`config.mk`:
```
export PLATFORM = sky130hd
export DESIGN_NAME = dram_traffic_initiator
export DESIGN_NICKNAME = d
export VERILOG_FILES = /design/src/rtl/dram_traffic_initiator.sv
export SDC_FILE = /design/constraint.sdc
export NUM_CORES = 1
export LEC_CHECK = 0
export BUFFER_PORTS_ARGS = -buffer_cell sky130_fd_sc_hd__buf_2
export CORE_MARGIN = 5
export CORE_UTILIZATION = 45
export DETAILED_ROUTE_END_ITERATION = 10
export GPL_TIMING_DRIVEN = 1
export HOLD_SLACK_MARGIN = 0.02
export PLACE_DENSITY_LB_ADDON = 0.1
export SETUP_SLACK_MARGIN = 0.05
export SYNTH_ARGS = -nofsm -noshare
export SYNTH_HDL_FRONTEND = slang
export SYNTH_SLANG_ARGS = --single-unit
```
`constraint.sdc`:
```
create_clock -name clk_i -period 4.76 [get_ports clk_i]
set_clock_uncertainty 0.05 [all_clocks]
set_input_delay 0.238 -clock clk_i [delete_from_list [all_inputs] [get_ports clk_i]]
set_output_delay 0.238 -clock clk_i [all_outputs]
set_load 0.01 [all_outputs]
```
`src/rtl/dram_traffic_initiator.sv`:
```
// AXI4 manager that writes a seeded pattern over a DRAM region, reads it back and
// compares, reporting a sticky error flag, an error count and the first failing address.

package dram_traffic_initiator_pkg;
    localparam int unsigned AxiAddrWidth = 48;
    localparam int unsigned AxiDataWidth = 64;
    localparam int unsigned AxiIdWidth   = 4;
    localparam int unsigned AxiUserWidth = 1;

    typedef struct packed {
        logic [AxiIdWidth-1:0]   id;
        logic [AxiAddrWidth-1:0] addr;
        logic [7:0]              len;
        logic [2:0]              size;
        logic [1:0]              burst;
        logic                    lock;
        logic [3:0]              cache;
        logic [2:0]              prot;
        logic [3:0]              qos;
        logic [3:0]              region;
        logic [AxiUserWidth-1:0] user;
    } axi_ax_chan_t;

    typedef struct packed {
        logic [AxiDataWidth-1:0]   data;
        logic [AxiDataWidth/8-1:0] strb;
        logic                      last;
        logic [AxiUserWidth-1:0]   user;
    } axi_w_chan_t;

    typedef struct packed {
        logic [AxiIdWidth-1:0]   id;
        logic [1:0]              resp;
        logic [AxiUserWidth-1:0] user;
    } axi_b_chan_t;

    typedef struct packed {
        logic [AxiIdWidth-1:0]   id;
        logic [AxiDataWidth-1:0] data;
        logic [1:0]              resp;
        logic                    last;
        logic [AxiUserWidth-1:0] user;
    } axi_r_chan_t;

    typedef struct packed {
        axi_ax_chan_t aw;
        logic         aw_valid;
        axi_w_chan_t  w;
        logic         w_valid;
        logic         b_ready;
        axi_ax_chan_t ar;
        logic         ar_valid;
        logic         r_ready;
    } axi_req_t;

    typedef struct packed {
        logic        aw_ready;
        logic        ar_ready;
        logic        w_ready;
        logic        b_valid;
        axi_b_chan_t b;
        logic        r_valid;
        axi_r_chan_t r;
    } axi_rsp_t;
endpackage

module dram_traffic_initiator #(
    parameter int unsigned AddrWidth = 48,
    parameter int unsigned DataWidth = 64,
    parameter int unsigned BurstLen  = 8,
    parameter int unsigned CntWidth  = 16,
    parameter type axi_req_t = dram_traffic_initiator_pkg::axi_req_t,
    parameter type axi_rsp_t = dram_traffic_initiator_pkg::axi_rsp_t
) (
    input  logic                 clk_i,
    input  logic                 rst_i,
    input  logic                 start_i,
    input  logic [AddrWidth-1:0] base_addr_i,
    input  logic [CntWidth-1:0]  num_bursts_i,
    input  logic [31:0]          seed_i,
    output logic                 busy_o,
    output logic                 done_o,
    output logic                 err_o,
    output logic [CntWidth-1:0]  err_cnt_o,
    output logic [AddrWidth-1:0] first_err_addr_o,
    output axi_req_t             axi_req_o,
    input  axi_rsp_t             axi_rsp_i
);
    localparam int unsigned BeatW = (BurstLen > 1) ? $clog2(BurstLen) : 1;
    localparam logic [AddrWidth-1:0] BeatBytes  = AddrWidth'(DataWidth / 8);
    localparam logic [AddrWidth-1:0] BurstBytes = AddrWidth'(BurstLen * DataWidth / 8);
    localparam logic [BeatW-1:0]     LastBeat   = BeatW'(BurstLen - 1);
    localparam logic [BeatW-1:0]     BeatOne    = BeatW'(1);
    localparam logic [CntWidth-1:0]  CntOne     = CntWidth'(1);
    localparam logic [31:0]          BurstLen32 = 32'(BurstLen);

    localparam logic [2:0] S_IDLE = 3'd0;
    localparam logic [2:0] S_AW   = 3'd1;
    localparam logic [2:0] S_W    = 3'd2;
    localparam logic [2:0] S_B    = 3'd3;
    localparam logic [2:0] S_AR   = 3'd4;
    localparam logic [2:0] S_R    = 3'd5;
    localparam logic [2:0] S_DONE = 3'd6;

    logic [2:0]           r_state;
    logic [AddrWidth-1:0] r_base;
    logic [AddrWidth-1:0] r_burst_addr;
    logic [AddrWidth-1:0] r_first_err_addr;
    logic [CntWidth-1:0]  r_num_bursts;
    logic [CntWidth-1:0]  r_burst;
    logic [CntWidth-1:0]  r_err_cnt;
    logic [31:0]          r_seed;
    logic [31:0]          r_kbase;
    logic [BeatW-1:0]     r_beat;
    logic                 r_err;

    logic [31:0]          w_pat;
    logic [DataWidth-1:0] w_beat_data;
    logic [AddrWidth-1:0] w_beat_addr;
    logic [AddrWidth-1:0] w_err_addr;
    logic                 w_last_beat;
    logic                 w_last_burst;
    logic                 w_r_end;
    logic                 w_err_evt;
    logic                 w_unused_rsp;
    axi_req_t             w_req;

    // r_kbase is the global beat index of the current burst's first beat
    assign w_pat        = r_seed + r_kbase + 32'(r_beat);
    assign w_beat_data  = {(DataWidth/32){w_pat}};
    assign w_beat_addr  = r_burst_addr + AddrWidth'(r_beat) * BeatBytes;
    assign w_last_beat  = (r_beat == LastBeat);
    assign w_last_burst = (r_burst == r_num_bursts - CntOne);
    assign w_r_end      = axi_rsp_i.r.last || w_last_beat;
    assign w_unused_rsp = ^{axi_rsp_i.b.id, axi_rsp_i.b.user, axi_rsp_i.r.id, axi_rsp_i.r.user};

    always_comb begin
        w_err_evt  = 1'b0;
        w_err_addr = r_burst_addr;
        if (r_state == S_B && axi_rsp_i.b_valid) begin
            w_err_evt = (axi_rsp_i.b.resp != 2'b00);
        end else if (r_state == S_R && axi_rsp_i.r_valid) begin
            w_err_evt  = (axi_rsp_i.r.data != w_beat_data) || (axi_rsp_i.r.resp != 2'b00) ||
                         (axi_rsp_i.r.last != w_last_beat);
            w_err_addr = w_beat_addr;
        end
    end

    always_comb begin
        w_req          = '0;
        w_req.aw.addr  = r_burst_addr;
        w_req.aw.len   = 8'(BurstLen - 1);
        w_req.aw.size  = 3'($clog2(DataWidth / 8));
        w_req.aw.burst = 2'b01;
        w_req.aw.cache = 4'b0011;
        w_req.aw_valid = (r_state == S_AW);
        w_req.w.data   = w_beat_data;
        w_req.w.strb   = '1;
        w_req.w.last   = w_last_beat;
        w_req.w_valid  = (r_state == S_W);
        w_req.b_ready  = (r_state == S_B);
        w_req.ar.addr  = r_burst_addr;
        w_req.ar.len   = 8'(BurstLen - 1);
        w_req.ar.size  = 3'($clog2(DataWidth / 8));
        w_req.ar.burst = 2'b01;
        w_req.ar.cache = 4'b0011;
        w_req.ar_valid = (r_state == S_AR);
        w_req.r_ready  = (r_state == S_R);
    end

    always_ff @(posedge clk_i) begin
        if (rst_i) begin
            r_state          <= S_IDLE;
            r_base           <= '0;
            r_burst_addr     <= '0;
            r_first_err_addr <= '0;
            r_num_bursts     <= '0;
            r_burst          <= '0;
            r_err_cnt        <= '0;
            r_seed           <= '0;
            r_kbase          <= '0;
            r_beat           <= '0;
            r_err            <= 1'b0;
        end else begin
            if (w_err_evt) begin
                r_err <= 1'b1;
                if (!r_err) r_first_err_addr <= w_err_addr;
                if (r_err_cnt != '1) r_err_cnt <= r_err_cnt + CntOne;
            end
            case (r_state)
                S_IDLE: if (start_i) begin
                    r_base           <= base_addr_i;
                    r_burst_addr     <= base_addr_i;
                    r_num_bursts     <= num_bursts_i;
                    r_seed           <= seed_i;
                    r_burst          <= '0;
                    r_beat           <= '0;
                    r_kbase          <= '0;
                    r_err            <= 1'b0;
                    r_err_cnt        <= '0;
                    r_first_err_addr <= '0;
                    r_state          <= (num_bursts_i == '0) ? S_DONE : S_AW;
                end
                S_AW: if (axi_rsp_i.aw_ready) r_state <= S_W;
                S_W: if (axi_rsp_i.w_ready) begin
                    if (w_last_beat) begin
                        r_beat  <= '0;
                        r_kbase <= r_kbase + BurstLen32;
                        r_state <= S_B;
                    end else begin
                        r_beat <= r_beat + BeatOne;
                    end
                end
                S_B: if (axi_rsp_i.b_valid) begin
                    if (w_last_burst) begin
                        r_burst      <= '0;
                        r_kbase      <= '0;
                        r_burst_addr <= r_base;
                        r_state      <= S_AR;
                    end else begin
                        r_burst      <= r_burst + CntOne;
                        r_burst_addr <= r_burst_addr + BurstBytes;
                        r_state      <= S_AW;
                    end
                end
                S_AR: if (axi_rsp_i.ar_ready) r_state <= S_R;
                // An early r.last still closes the burst so later bursts stay aligned
                S_R: if (axi_rsp_i.r_valid) begin
                    if (w_r_end) begin
                        r_beat  <= '0;
                        r_kbase <= r_kbase + BurstLen32;
                        if (w_last_burst) begin
                            r_state <= S_DONE;
                        end else begin
                            r_burst      <= r_burst + CntOne;
                            r_burst_addr <= r_burst_addr + BurstBytes;
                            r_state      <= S_AR;
                        end
                    end else begin
                        r_beat <= r_beat + BeatOne;
                    end
                end
                S_DONE: r_state <= S_IDLE;
                default: r_state <= S_IDLE;
            endcase
        end
    end

    assign busy_o           = (r_state != S_IDLE) && (r_state != S_DONE);
    assign done_o           = (r_state == S_DONE);
    assign err_o            = r_err;
    assign err_cnt_o        = r_err_cnt;
    assign first_err_addr_o = r_first_err_addr;
    assign axi_req_o        = w_req;
endmodule

```
After elaboration in Yosys (flattened, before gate mapping)
Index checks and enable logic that the tools add are counted.
{ "totals": {"n_memories": 0, "latch_bits": 0, "ram_bits": 0, "rom_bits": 0, "elab_cells": 116, "in_bits": 183, "output_inout_bits": 310, "reg_bits": 263} }
{ "classes": {"shifts": 0, "n_mux": 55, "n_eq_ne": 22, "div_mod_pow": 0, "addsub": 9, "n_reduce_logical": 19, "bitwise": 0, "n_mul": 0, "magnitude_cmp": 0} }
{ "ops": {"columns": ["op", "count"], "rows": [
  ["2-to-1 mux 48 bit", 12],
  ["2-to-1 mux 32 bit", 7],
  ["2-to-1 mux 16 bit", 10],
  ["case mux 48 bit (3 select lines)", 1],
  ["case mux 32 bit (4 select lines)", 1],
  ["!= test 64 bit", 1],
  ["adder 48 x 6 -> 48 bit", 1],
  ["adder 48 x 7 -> 48 bit, second input constant", 1],
  ["case mux 16 bit (3 select lines)", 1],
  ["2-to-1 mux 3 bit", 15],
  ["adder 16 x 1 -> 16 bit, second input constant", 2],
  ["adder 32 x 3 -> 32 bit", 1],
  ["adder 32 bit", 1],
  ["adder 32 x 4 -> 32 bit, second input constant", 1],
  ["case mux 3 bit (6 select lines)", 1],
  ["equality test 16 bit", 1],
  ["logical NOT 16 bit", 1],
  ["!= test 16 bit, second input constant", 1],
  ["!= test 2 x 1 -> 1 bit, second input constant", 8],
  ["AND reduction 8 bit", 2],
  ["subtractor 16 x 1 -> 16 bit, second input constant", 1],
  ["equality test 3 bit, second input constant", 4],
  ["case mux 3 bit (3 select lines)", 1],
  ["nonzero test 3 bit", 3],
  ["other kinds (16)", 27]
]} }

Logic depth before layout (Yosys ltp)
{ "logic_depth": {"depth_word": 10, "depth_mapped": 17, "mapped_depth_nobuf": 14} }

Worst setup path before layout
OpenSTA, ideal clock, no wires.
{ "synth_timing": {"path_kind": "reg-to-reg", "startpoint": "register r_beat[1]", "endpoint": "register r_err_cnt[13] (netlist: err_cnt_o[13])", "synth_period_minus_slack_ns": 4.488, "slack_ns": 0.272, "setup_time_ns": 0.116, "n_path_buf": 2, "path_stages_with_launch": 16, "required_ns": 4.594, "arrival_ns": 4.322, "path_cell_list": "dfxtp_1 ha_1 ha_1 fa_1 a21o_1 a221o_1 a221oi_2 o21ai_0 xor2_1 or3_1 a2111oi_1 a21o_1 buf_4 buf_4 a21oi_1 o211a_1"} }
{ "synth_lines": {"columns": ["element", "line_no", "text"], "rows": [
  ["from (decl)", "114", "logic [BeatW-1:0] r_beat;"],
  ["from (signal assigned)", "211", "r_beat <= r_beat + BeatOne;"],
  ["from (signal assigned)", "240", "r_beat <= r_beat + BeatOne;"],
  ["to (signal assigned)", "188", "if (r_err_cnt != '1) r_err_cnt <= r_err_cnt + CntOne;"],
  ["to (decl)", "111", "logic [CntWidth-1:0] r_err_cnt;"]
]} }

Worst setup path in the final report
{ "layout_timing": {"startpoint": "register r_beat[1]", "endpoint": "register r_first_err_addr[30] (netlist: first_err_addr_o[30])"} }
{ "layout_via": {"elab_chain_len": 9, "elab_cells_between_ends": 15} }
{ "layout_lines": {"columns": ["element", "line_no", "text"], "rows": [
  ["adder 32 x 3 -> 32 bit", "129", "assign w_pat = r_seed + r_kbase + 32'(r_beat);"],
  ["!= test 64 bit", "143", "w_err_evt = (axi_rsp_i.r.data != w_beat_data) || (axi_rsp_i.r.resp != 2'b00) ||"],
  ["logical OR 1 bit (2 in a row)", "143", null],
  ["2-to-1 mux 1 bit", "142", "end else if (r_state == S_R && axi_rsp_i.r_valid) begin"],
  ["2-to-1 mux 1 bit", "140", "if (r_state == S_B && axi_rsp_i.b_valid) begin"],
  ["2-to-1 mux 48 bit (*)", "185", "if (w_err_evt) begin"],
  ["2-to-1 mux 48 bit", "191", "S_IDLE: if (start_i) begin"],
  ["2-to-1 mux 48 bit (*)", "190", "case (r_state)"],
  ["to (signal assigned)", "187", "if (!r_err) r_first_err_addr <= w_err_addr;"],
  ["to (decl)", "108", "logic [AddrWidth-1:0] r_first_err_addr;"]
]} }
Every way passes the cells marked *; elsewhere a longest branch is shown, timed or not.
A chain may end at the register's enable or synchronous reset.

==> impl_metrics.csv <==
group,metric,value,unit
placed_design,place_congestion,0.915,
finish,final_cells,3325,
route,wl_per_cell,19.1,um
cts,path_clk_slew,0.06,ns
placed_design,place.port_buffers,405,
finish,drive_above_1_share,0.219,
route,drt_iter0_drc,1325,
floorplanning,die_h,210,um
synth,ys.flop_type,"dfxtp_1",
floorplanning,die_x,210,um
floorplanning,fp.coreArea,39600,um^2
grt,grt_overflow,0,
power,leakagePower,9.52,nW
grt,antenna_found_initial,8,
floorplanning,initial_core_util,0.454,
synth,ys_top_cells_by_area,"dfxtp_1 29%, nand2_1 7.6%, buf_4 6.9%, a21oi_1 5.6%, ha_1 5.0%",
synth,synth-edff-count,0,
setup_path,critical_path_class,"register to register",
cts,clockBufferDepth,3,
route,wirelength,63500,um
placed_design,hpwl,46400,um
cts,cts_sinks,260,
synth,ys_seq_area_frac,0.289,
run_status,status,"completed",
synth,post_synth.cell_area_avg,7.53,um^2
route,remaining_drc_errors,0,
timing,setup_viol,0,
cts,cts_buffers,30,
cts,cts_tree,"done",
power,power_density,456,nW/um^2
floorplanning,die-area,44100,um^2
synth,synthArstFlopShare,0,
synth,syn-cell-area,18000,um^2
cts,clkLatencyLatePin,0.56,ns
hold_path,worst_hold_path_type,"input pin to register",
timing,holdWs,0.267,ns
placed_design,placed_area,19700,um^2
floorplanning,fp-row-count,73,
setup_path,cp.required,5.18,ns
setup_path,arrival,4.95,ns
synth,synth-seq-cells,260,
timing,max_freq,221,MHz
timing,setup_tns,0,ns
cts,cts-root-buf,"clkbuf_16",
setup_path,cp-start-kind,"register",
finish,stdcell_area,22000,um^2
route,firstDrtPassIters,7,
grt,grt_first_pass_wirelength,96300,um
power,peakVddDrop,0.361,mV
timing,hold_viol,0,
synth,ys_warn_count,0,
timing,finalCritPeriodShare,0.952,
synth,yosysTopAreaCell,"dfxtp_1",
placed_design,dp.cells,3151,
grt,grt_usage,0.264,
cts,cts_max_level,1,
setup_path,worst-path-max-fanout,9,
finish,final_core_util,0.556,
finish,final_nets,3030,
synth,synth_top_area_frac,0.289,
synth,yosysUniqueCellTypes,80,
route,ant_nets,0,
timing,drv_slew,0,
run,max_cap_viol_count,0,
finish,area_growth,22.5,%
timing,worst_pin_slew,1.18,ns
grt,grt_pass1_vias,17400,
setup_path,critPathCaptureType,"register",
timing,max_slew_margin,0.208,
floorplanning,num_io_pins,493,
timing,rsz0062_at_grt,"yes",
synth,synth_cells,2390,
grt,grt_start_max_net_pins,89,
route,viasPerCell,5.57,
route,vias,18500,
timing,min_period,4.53,ns
-- cell usage in the layout, fill, tap and decap left out, types with 14 or more instances in the layout --
cell type and n:
buf_2 404, nand2_1 365, dfxtp_1 255, a21oi_1 197, nor2_1 180, a211oi_1 101, dlygate4sd3_1 96, xnor2_1 86
o21ai_0 81, inv_1 80, conb_1 77, ha_1 65, buf_4 65, nor3_1 61, nand3_1 58, xor2_1 53
nand4_1 46, o211ai_1 35, mux2i_1 35, clkbuf_16 35, and3_1 34, a22oi_1 29, nor4_1 21, or2_2 19
o31ai_1 16, or3_1 16, a22o_1 16, a31oi_1 15, or4_1 14
-- per-layer routing --
| layer | vias to the layer above | track usage | wire length (um) |
|---|---|---|---|
| met5 | - | 0 | 37 |
| met4 | 6 | 0.0657 | 1630 |
| met2 | 648 | 0.473 | 31100 |
| met3 | 97 | 0.0381 | 3870 |
| met1 | 8733 | 0.337 | 26800 |
| li1 | 9043 | - | - |
-- worst paths after layout --
kind / start / endpoint / slack [ns] / depth (start not counted)
worst min-delay path: axi_rsp_i[81] / r_state[2]$_SDFFE_PP0P_ / 0.27 / 6
worst max register to register: r_beat[1]$_SDFFE_PP0P_ / first_err_addr_o[30]$_SDFF_PP0_ / 0.23 / 17
worst min register to register: r_base[3]$_SDFFE_PP0P_ / r_base[3]$_SDFFE_PP0P_ / 0.40 / 2
worst max-delay path: r_beat[1]$_SDFFE_PP0P_ / first_err_addr_o[30]$_SDFF_PP0_ / 0.23 / 17
-- cells by family (layout without fill, tap and decap cells) --
| group | Yosys count | after routing | synth area share |
|---|---|---|---|
| adder cells (fa/ha/maj) | 74 | 74 | 0.0523 |
| other | 2 | 82 | 0.000417 |
| XOR/XNOR | 140 | 140 | 0.0682 |
| AND/OR/NAND/NOR | 901 | 901 | 0.238 |
| flip-flops | 260 | 260 | 0.289 |
| multiplexers | 41 | 41 | 0.0232 |
| AO/OA/AOI/OAI | 588 | 589 | 0.211 |
| buffers and inverters | 384 | 713 | 0.118 |
-- metrics by stage --
| stage | setup slack [ns] | total power (W) |
|---|---|---|
| floorplan | 0.272 | 0.00637 |
| global placement | 0.00523 | 0.00759 |
| detailed placement | -0.0564 | 0.00767 |
| CTS | 0.0512 | 0.0101 |
| global route | 0.0240 | 0.0107 |
| finish | 0.229 | 0.0100 |
-- layout make-up --
| class | instances | area [um^2] |
|---|---|---|
| fill | 3838 | 17600 |
| multi-input combinational | 1822 | 11100 |
| sequential | 260 | 5210 |
| timing repair buffer | 579 | 3740 |
| clock buffer | 45 | 908 |
| tap | 525 | 657 |
| inverter | 80 | 300 |
| clock inverter | 9 | 70.1 |
| antenna | 5 | 12.5 |
-- cell usage after synthesis (7+ instances only) --
| library cell | instances |
|---|---|
| nand2_1 | 365 |
| dfxtp_1 | 260 |
| a21oi_1 | 202 |
| nor2_1 | 184 |
| buf_4 | 165 |
| clkbuf_1 | 115 |
| a211oi_1 | 104 |
| xnor2_1 | 87 |
| o21ai_0 | 83 |
| inv_1 | 80 |
| ha_1 | 72 |
| nor3_1 | 63 |
| nand3_1 | 58 |
| xor2_1 | 53 |
| nand4_1 | 46 |
| mux2i_1 | 36 |
| o211ai_1 | 35 |
| and3_1 | 34 |
| a22oi_1 | 29 |
| nor4_1 | 22 |
| or2_2 | 19 |
| or3_1 | 17 |
| a22o_1 | 16 |
| o31ai_1 | 16 |
| a31oi_1 | 15 |
| a21o_1 | 14 |
| or4_1 | 14 |
| and2_1 | 12 |
| and4_1 | 9 |
| buf_1 | 9 |
| buf_2 | 9 |
| nand2b_1 | 9 |
| a221oi_1 | 8 |
| nand3b_1 | 7 |
| nor3b_1 | 7 |
-- critical path, cell delays in order (launching register included) --
cell	delay, ns
dfxtp_2	0.34
ha_4	0.24
ha_4	0.16
fa_2	0.38
a21o_1	0.19
a221o_1	0.36
a221oi_2	0.25
buf_4	0.19
o21a_1	0.15
o211ai_1	0.12
or4_1	0.55
nor4_2	0.22
nor4b_4	0.28
buf_6	0.18
a21o_4	0.24
clkbuf_16	0.20
a211oi_1	0.07
a211oi_1	0.26
-- state kept, by name, summed over array words and instances (netlist names) --
name and cells:
err_o 1, r_beat 3, r_state 3, err_cnt_o 16, r_burst 16, r_seed 32
r_num_bursts 16, r_base 48, first_err_addr_o 48, r_kbase 29, r_burst_addr 48
-- what timing repair did --
item | CTS | global route
pin swaps | 1 | 39
endpoints found under the setup margin | 49 | 64
resized for setup | 5 | 35
gates cloned | 0 | 8
hold endpoints to repair | 116 | 0
setup buffers | 4 | 7
hold buffers | 96 | 0
-- power breakdown --
part           leakage, nW  total [W]  switching [W]  internal (W)
logic                 6.90    0.00441        0.00271       0.00170
registers             2.12    0.00333       0.000697       0.00264
clock network        0.492    0.00230       0.000940       0.00136
total                 9.52     0.0100        0.00435       0.00569
Note: power is estimated with default switching activity, not from simulation.
